### config.mk
export PLATFORM = sky130hd
export DESIGN_NAME = aes_req_arbiter
export DESIGN_NICKNAME = d
export VERILOG_FILES = /design/src/rtl/aes_req_arbiter.sv
export SDC_FILE = /design/constraint.sdc
export NUM_CORES = 1
export LEC_CHECK = 0
export BUFFER_PORTS_ARGS = -buffer_cell sky130_fd_sc_hd__buf_4
export CAP_MARGIN = 20
export CORE_AREA = 2 2 606 608
export DETAILED_ROUTE_END_ITERATION = 8
export DIE_AREA = 0 0 608 610
export PLACE_DENSITY = 0.3
export SLEW_MARGIN = 20
export SYNTH_ARGS = -nofsm -noshare
export SYNTH_HDL_FRONTEND = slang
export SYNTH_SLANG_ARGS = --single-unit
### constraint.sdc
create_clock -name clk -period 15.6 [get_ports clk]
set_input_delay 3.9 -clock clk [delete_from_list [all_inputs] [get_ports clk]]
set_output_delay 3.9 -clock clk [all_outputs]
set_load 0.05 [all_outputs]
### src/rtl/aes_req_arbiter.sv
// Round-robin arbiter sharing one aes_core between N_REQ requesters: one job in flight,
// operands held stable on the core, tagged ciphertext (or timeout error) returned.
module aes_req_arbiter #(
  parameter int N_REQ          = 4,
  parameter int TIMEOUT_CYCLES = 64
) (
  input  logic                     clk,
  input  logic                     reset,
  input  logic [N_REQ-1:0]         req_valid,
  output logic [N_REQ-1:0]         req_ready,
  input  logic [128*N_REQ-1:0]     req_plaintext,
  input  logic [128*N_REQ-1:0]     req_key,
  output logic                     rsp_valid,
  input  logic                     rsp_ready,
  output logic [$clog2(N_REQ)-1:0] rsp_id,
  output logic [127:0]             rsp_data,
  output logic                     rsp_err,
  output logic                     core_start,
  output logic [127:0]             core_plaintext,
  output logic [127:0]             core_key,
  input  logic [127:0]             core_ciphertext,
  input  logic                     core_done,
  output logic                     busy
);
  localparam int IDW = $clog2(N_REQ);
  localparam int CW  = $clog2(TIMEOUT_CYCLES + 1);
  localparam logic [CW-1:0] CNT_LAST = CW'(TIMEOUT_CYCLES - 1);

  typedef enum logic [1:0] {IDLE, ISSUE, WAIT, RESP} state_t;

  state_t         state, state_nxt;
  logic [IDW-1:0] last_grant, cur_id, winner, cand;
  logic [CW-1:0]  cnt;
  logic [127:0]   sel_pt, sel_key;
  logic           done_q, done_rise, grant, found;

  // Search upward from the requester after the last winner.
  always_comb begin
    winner  = '0;
    cand    = '0;
    found   = 1'b0;
    sel_pt  = '0;
    sel_key = '0;
    for (int k = 1; k <= N_REQ; k++) begin
      cand = IDW'((int'(last_grant) + k) % N_REQ);
      if (!found && req_valid[cand]) begin
        found  = 1'b1;
        winner = cand;
      end
    end
    for (int i = 0; i < N_REQ; i++) begin
      if (winner == IDW'(i)) begin
        sel_pt  = req_plaintext[128*i +: 128];
        sel_key = req_key[128*i +: 128];
      end
    end
  end

  // Holding off while core_done is high lets the core return to round 0 first.
  assign grant     = (state == IDLE) && !reset && found && !core_done;
  assign done_rise = core_done & ~done_q;
  assign busy      = (state != IDLE);
  assign rsp_id    = cur_id;

  always_comb begin
    req_ready = '0;
    if (grant) req_ready[winner] = 1'b1;
  end

  always_comb begin
    state_nxt  = state;
    core_start = 1'b0;
    rsp_valid  = 1'b0;
    case (state)
      IDLE:    if (grant) state_nxt = ISSUE;
      ISSUE: begin
        core_start = 1'b1;
        state_nxt  = WAIT;
      end
      WAIT:    if (done_rise || cnt == CNT_LAST) state_nxt = RESP;
      RESP: begin
        rsp_valid = 1'b1;
        if (rsp_ready) state_nxt = IDLE;
      end
      default: state_nxt = IDLE;
    endcase
  end

  always_ff @(posedge clk or posedge reset) begin
    if (reset) state <= IDLE;
    else       state <= state_nxt;
  end

  always_ff @(posedge clk or posedge reset) begin
    if (reset) begin
      done_q         <= 1'b0;
      cnt            <= '0;
      last_grant     <= IDW'(N_REQ - 1);
      cur_id         <= '0;
      core_plaintext <= '0;
      core_key       <= '0;
      rsp_data       <= '0;
      rsp_err        <= 1'b0;
    end else begin
      done_q <= core_done;
      case (state)
        IDLE: if (grant) begin
          core_plaintext <= sel_pt;
          core_key       <= sel_key;
          cur_id         <= winner;
          last_grant     <= winner;
        end
        ISSUE: cnt <= '0;
        // A completion edge beats a timeout landing on the same cycle.
        WAIT: begin
          if (done_rise) begin
            rsp_data <= core_ciphertext;
            rsp_err  <= 1'b0;
          end else if (cnt == CNT_LAST) begin
            rsp_data <= '0;
            rsp_err  <= 1'b1;
          end else begin
            cnt <= cnt + CW'(1);
          end
        end
        default: ;
      endcase
    end
  end
endmodule

Word level (Yosys, flattened, before mapping)
Cells that the tools add are included.
{"block": "totals", "regBits": 399, "latch_bits": 0, "ram_bits": 0, "mem_bits_ro": 0, "in_bits": 1160, "out_inout_bits": 394, "wordCells": 96, "mem_count": 0}
{"block": "op_classes", "addsub": 5, "mul": 0, "div": 0, "order_cmp": 6, "eq_ne": 12, "n_shift": 0, "n_mux": 40, "bitwise_logic": 2, "n_reduce_logical": 22}
{"op": "two-way mux 128 bit", "count": 10}
{"op": "less-than comparator 2 x 3 -> 1 bit (second input constant)", "count": 5}
{"op": "two-way mux 2 bit", "count": 7}
{"op": "two-way mux 7 bit", "count": 2}
{"op": "case mux 7 bit (2 select lines)", "count": 1}
{"op": "two-way mux 1 bit", "count": 13}
{"op": "!= test 2 bit (second input constant)", "count": 5}
{"op": "binary-select mux 1 bit (select 2 bit)", "count": 4}
{"op": "== test 2 bit (second input constant)", "count": 4}
{"op": "case mux 2 bit (4 select lines)", "count": 1}
{"op": "adder 7 x 1 -> 7 bit (second input constant)", "count": 1}
{"op": "== test 7 x 6 -> 1 bit (second input constant)", "count": 1}
{"op": "logical AND 1 bit", "count": 7}
{"op": "AND reduction 3 bit", "count": 2}
{"op": "nonzero test 2 bit", "count": 3}
{"op": "zero test 1 bit", "count": 5}
{"op": "adder 2 x 1 -> 2 bit (second input constant)", "count": 2}
{"op": "adder 2 bit (second input constant)", "count": 2}
{"op": "== test 2 x 1 -> 1 bit (second input constant)", "count": 2}
{"op": "zero test 2 bit", "count": 2}
{"op": "two-way mux 4 bit", "count": 1}
{"op": "AND reduction 2 bit", "count": 2}
{"op": "demux 1 bit (select 2 bit)", "count": 1}
{"op": ">= comparator 2 x 1 -> 1 bit (second input constant)", "count": 1}
{"op": "3 further kinds", "count": 3}

Longest topological paths before layout
{"block": "logic_depth", "word_depth": 18, "ltp_mapped": 9, "depth_no_buf": 7}

Least setup slack after synthesis
OpenSTA, ideal clock, no wires.
{"block": "synth_path", "kind": "input to output", "start": "in reset", "end": "out req_ready[2]", "arrival_time_ns": 5.663, "setup_slack_ns": 6.037, "cell_stages": 5, "path_cell_list": "nor3b_1 > a21boi_1 > nand2_1 > clkbuf_1 > nor2_1"}
{"block": "synth_between", "elab_chain_len": 5}
{"item": "from (decl)", "line": "8", "source": "input logic reset,"}
{"item": "zero test 1 bit (no source line)"}
{"item": "logical AND 1 bit (3 in a row)", "line": "60", "source": "assign grant = (state == IDLE) && !reset && found && !core_done;"}
{"item": "two-way mux 4 bit", "line": "67", "source": "if (grant) req_ready[winner] = 1'b1;"}
{"item": "to (decl)", "line": "10", "source": "output logic [N_REQ-1:0] req_ready,"}
No other way between the ends.

Worst setup path in the final report
{"block": "layout_path", "start": "in reset", "end": "out req_ready[3]"}
Same word-level chain as after synthesis.

==> flow_summary.ini <==
[global_route]
grt_pass1_wl_um = 347000
grt-busiest-layer = met2
use_met1_pct = 15.3
grt_max_degree = 142
met3_usage_pct = 7.36
grt_util_met2_pct = 25.6
grt.total_usage_pct = 14.5
antenna_found_initial = 276
grt_pass1_vias = 27922
grt_overflow_total = 0

[route]
drtAntennaViolNets = 0
vias = 27323
post_drt_wl_per_cell_um = 33.1
wirelength_um = 281000
via_per_inst = 3.22
first_pass_iters = 5
route.detailed.drc = 0
first_iter_violations = 1854

[clock_tree]
insertion_delay_ps = 780
post_cts_buffers = 0
cts_tree = done
cts_hold_buf = 0
cts_inserted_buffers = 70
clk_path_buf_depth = 4
cts_root_buffer = clkbuf_16
clkTransAtPathRegs_ps = 60
postCtsResizedCells = 0
clkSinkCount = 399
cts.htree.levels = 3

[final_layout]
multi_input_area_mm2 = 0.0110
layout-drive-gt1-share_pct = 48.8
layout_commonest_cell = buf_4
final_cell_mix = buf_4 (1597), dfrtp_1 (397), o21ai_0 (263), nand3_1 (259), a21oi_1 (259)
final.fill_count = 42170
fin_area_mm2 = 0.0415
layout.nets = 4731
syn_to_final_growth_pct = 88.3
instances_no_fill = 8498
register_area_mm2 = 0.00999

[place]
hpwl_um = 239000
dpl_cell_area_mm2 = 0.0392
pre_cts_ws_ps = 5360
place_congestion = 0.987
dpl.cell_count = 8309
port_buffers = 1553

[floorplanning]
fp-row-count = 222
die_area_mm2 = 0.371
fp.coreArea_mm2 = 0.364
io_pins = 1554
die_h_um = 610
start_util_pct = 6.05
dieWidth_um = 608

[synth]
synth_edf_count = 0
synth_area_leaders = dfrtp_1 (45%), a221o_1 (12%), mux2_1 (11%)
synth_top_family_by_area = compound AO/OA/AOI/OAI gates
synth_xor_xnor_area_share_pct = 0
synth_top_cell_by_area = dfrtp_1
synthArstFlopShare_pct = 100
synth_top_area_share_pct = 45.1
synth-compound-area-share_pct = 29.2
synthSimpleGateAreaFrac_pct = 6.66
syn_nets = 3309
synth_cells = 2143
ys_seq_area_share_pct = 45.3
ys_warn_count = 0
muxShareOfSynthArea_pct = 13.2
netlist_area_mm2 = 0.0221
syn_avg_cell_area_um2 = 10.3
synth-seq-cells = 399
synth_ff_type = dfrtp_1
ys_types = 41
synth-adder-area-share_pct = 0.340

[pwr]
p_sw_share_pct = 53.1
power.leakage_uw = 0.0178
combinationalPowerShare_pct = 58.6
p_per_area_mw_per_mm2 = 199
intPower_uw = 3880
ir_drop_v = 0.0000747
total_power_uw = 8260
pwr-share-seq_pct = 22.3
power.share.clock_pct = 19.1
p_switching_uw = 4380

[sta]
tightest_slew_ps = 1170
period_share_pct = 66.2
slew_headroom_pct = 21.9
hold_violations = 0
fin_skew_ps = 50.6
setup_tns_ps = 0
setup_slack_ps = 5270
fmax_ghz = 0.0968
setup_violations = 0
slew_viol_final = 0
rsz0062_at_grt = no
finalCriticalPeriod_ps = 10330

[critical_path]
arrival_ps = 6430
worstSetupPathType = input pin to output port
crit_fanout = 43
start_kind = input pin
timing.reg2reg.setup_slack_ps = 10490
critPathCaptureType = output port
required_ps = 11700

[min_path]
hp-class = flop to flop

[outcome]
status = finished clean

[flow_run]
max_cap_viol_count = 0
==> state kept, by name, summed over array words and instances, names as in the netlist <==
name            count
rsp_id              2
core_key          128
rsp_data          128
last_grant          2
state               2
rsp_err             1
cnt                 7
done_q              1
core_plaintext    128
==> power groups by stage <==
stage	Sequential (µW)	Clock, µW	Combinational (µW)
after floorplan	3340	0	1240
after global placement	1840	0	4980
after detailed placement	1840	0	4980
after CTS	1840	1660	4990
after global routing	1890	1680	5050
final	1840	1580	4840
==> critical path, cell delays in order <==
cell	delay (ps)
buf_4	140
nor3b_1	390
a21boi_1	610
nand2_4	510
nor2_1	580
buf_4	300
==> through the flow <==
| step | hold WS, ps | utilization, % |
|---|---|---|
| CTS | 485 | 11.3 |
| finish | 488 | 11.4 |
| global route | 506 | 11.4 |
| floorplan | 446 | - |
| detailed placement | 471 | 10.8 |
| global placement | 472 | 10.8 |
==> final timing paths <==
path                                           start                              to  cells past startpoint
max in group asynchronous                      reset  core_plaintext[25]$_DFFE_PP0P_                      5
min in group asynchronous                      reset         rsp_data[4]$_DFFE_PP0P_                      2
setup / recovery                               reset                    req_ready[3]                      6
hold reg to reg                   cnt[5]$_DFFE_PP0P_              cnt[5]$_DFFE_PP0P_                      1
setup reg to reg           last_grant[1]$_DFFE_PP1P_  core_plaintext[29]$_DFFE_PP0P_                      9
hold / removal                    cnt[5]$_DFFE_PP0P_              cnt[5]$_DFFE_PP0P_                      1
==> synth_stat cells, drive strengths merged, types with 2 or more instances <==
cell    number
dfrtp      397
o21ai      263
a21oi      261
nand3      259
mux2       257
a221o      256
clkbuf     222
a22o       128
buf         32
nor2        13
nand2        9
inv          8
ha           6
nand2b       4
a21boi       3
and3         2
dfstp        2
nor2b        2
nor3         2
o31ai        2
==> per-layer routing <==
metal  routed length [µm]  share of wire [%]
met1               103000                 37
met2               139000                 49
met3                30100                 11
met4                 8320                3.0
met5                 1320               0.47
==> cell type report <==
type / count / share of cell area (%)
antenna: 71 / 0.428
clock buffer: 96 / 4.79
clock inverter: 22 / 0.440
inverter: 8 / 0.0904
multi-input combinational: 1482 / 26.5
sequential: 399 / 24.0
tap: 4816 / 14.5
timing repair buffer: 1604 / 29.2
==> logic make-up (layout without fill, tap and decap cells) <==
kind of cell,count (synthesis),count (layout)
AOI/OAI and AO/OA,923,923
DFF,399,399
and+or+nand+nor,295,295
buffers and inverters,262,1730
muxes,258,258
adders and majority gates,6,6
other,0,71
Note: power is estimated with default switching activity, not from simulation.
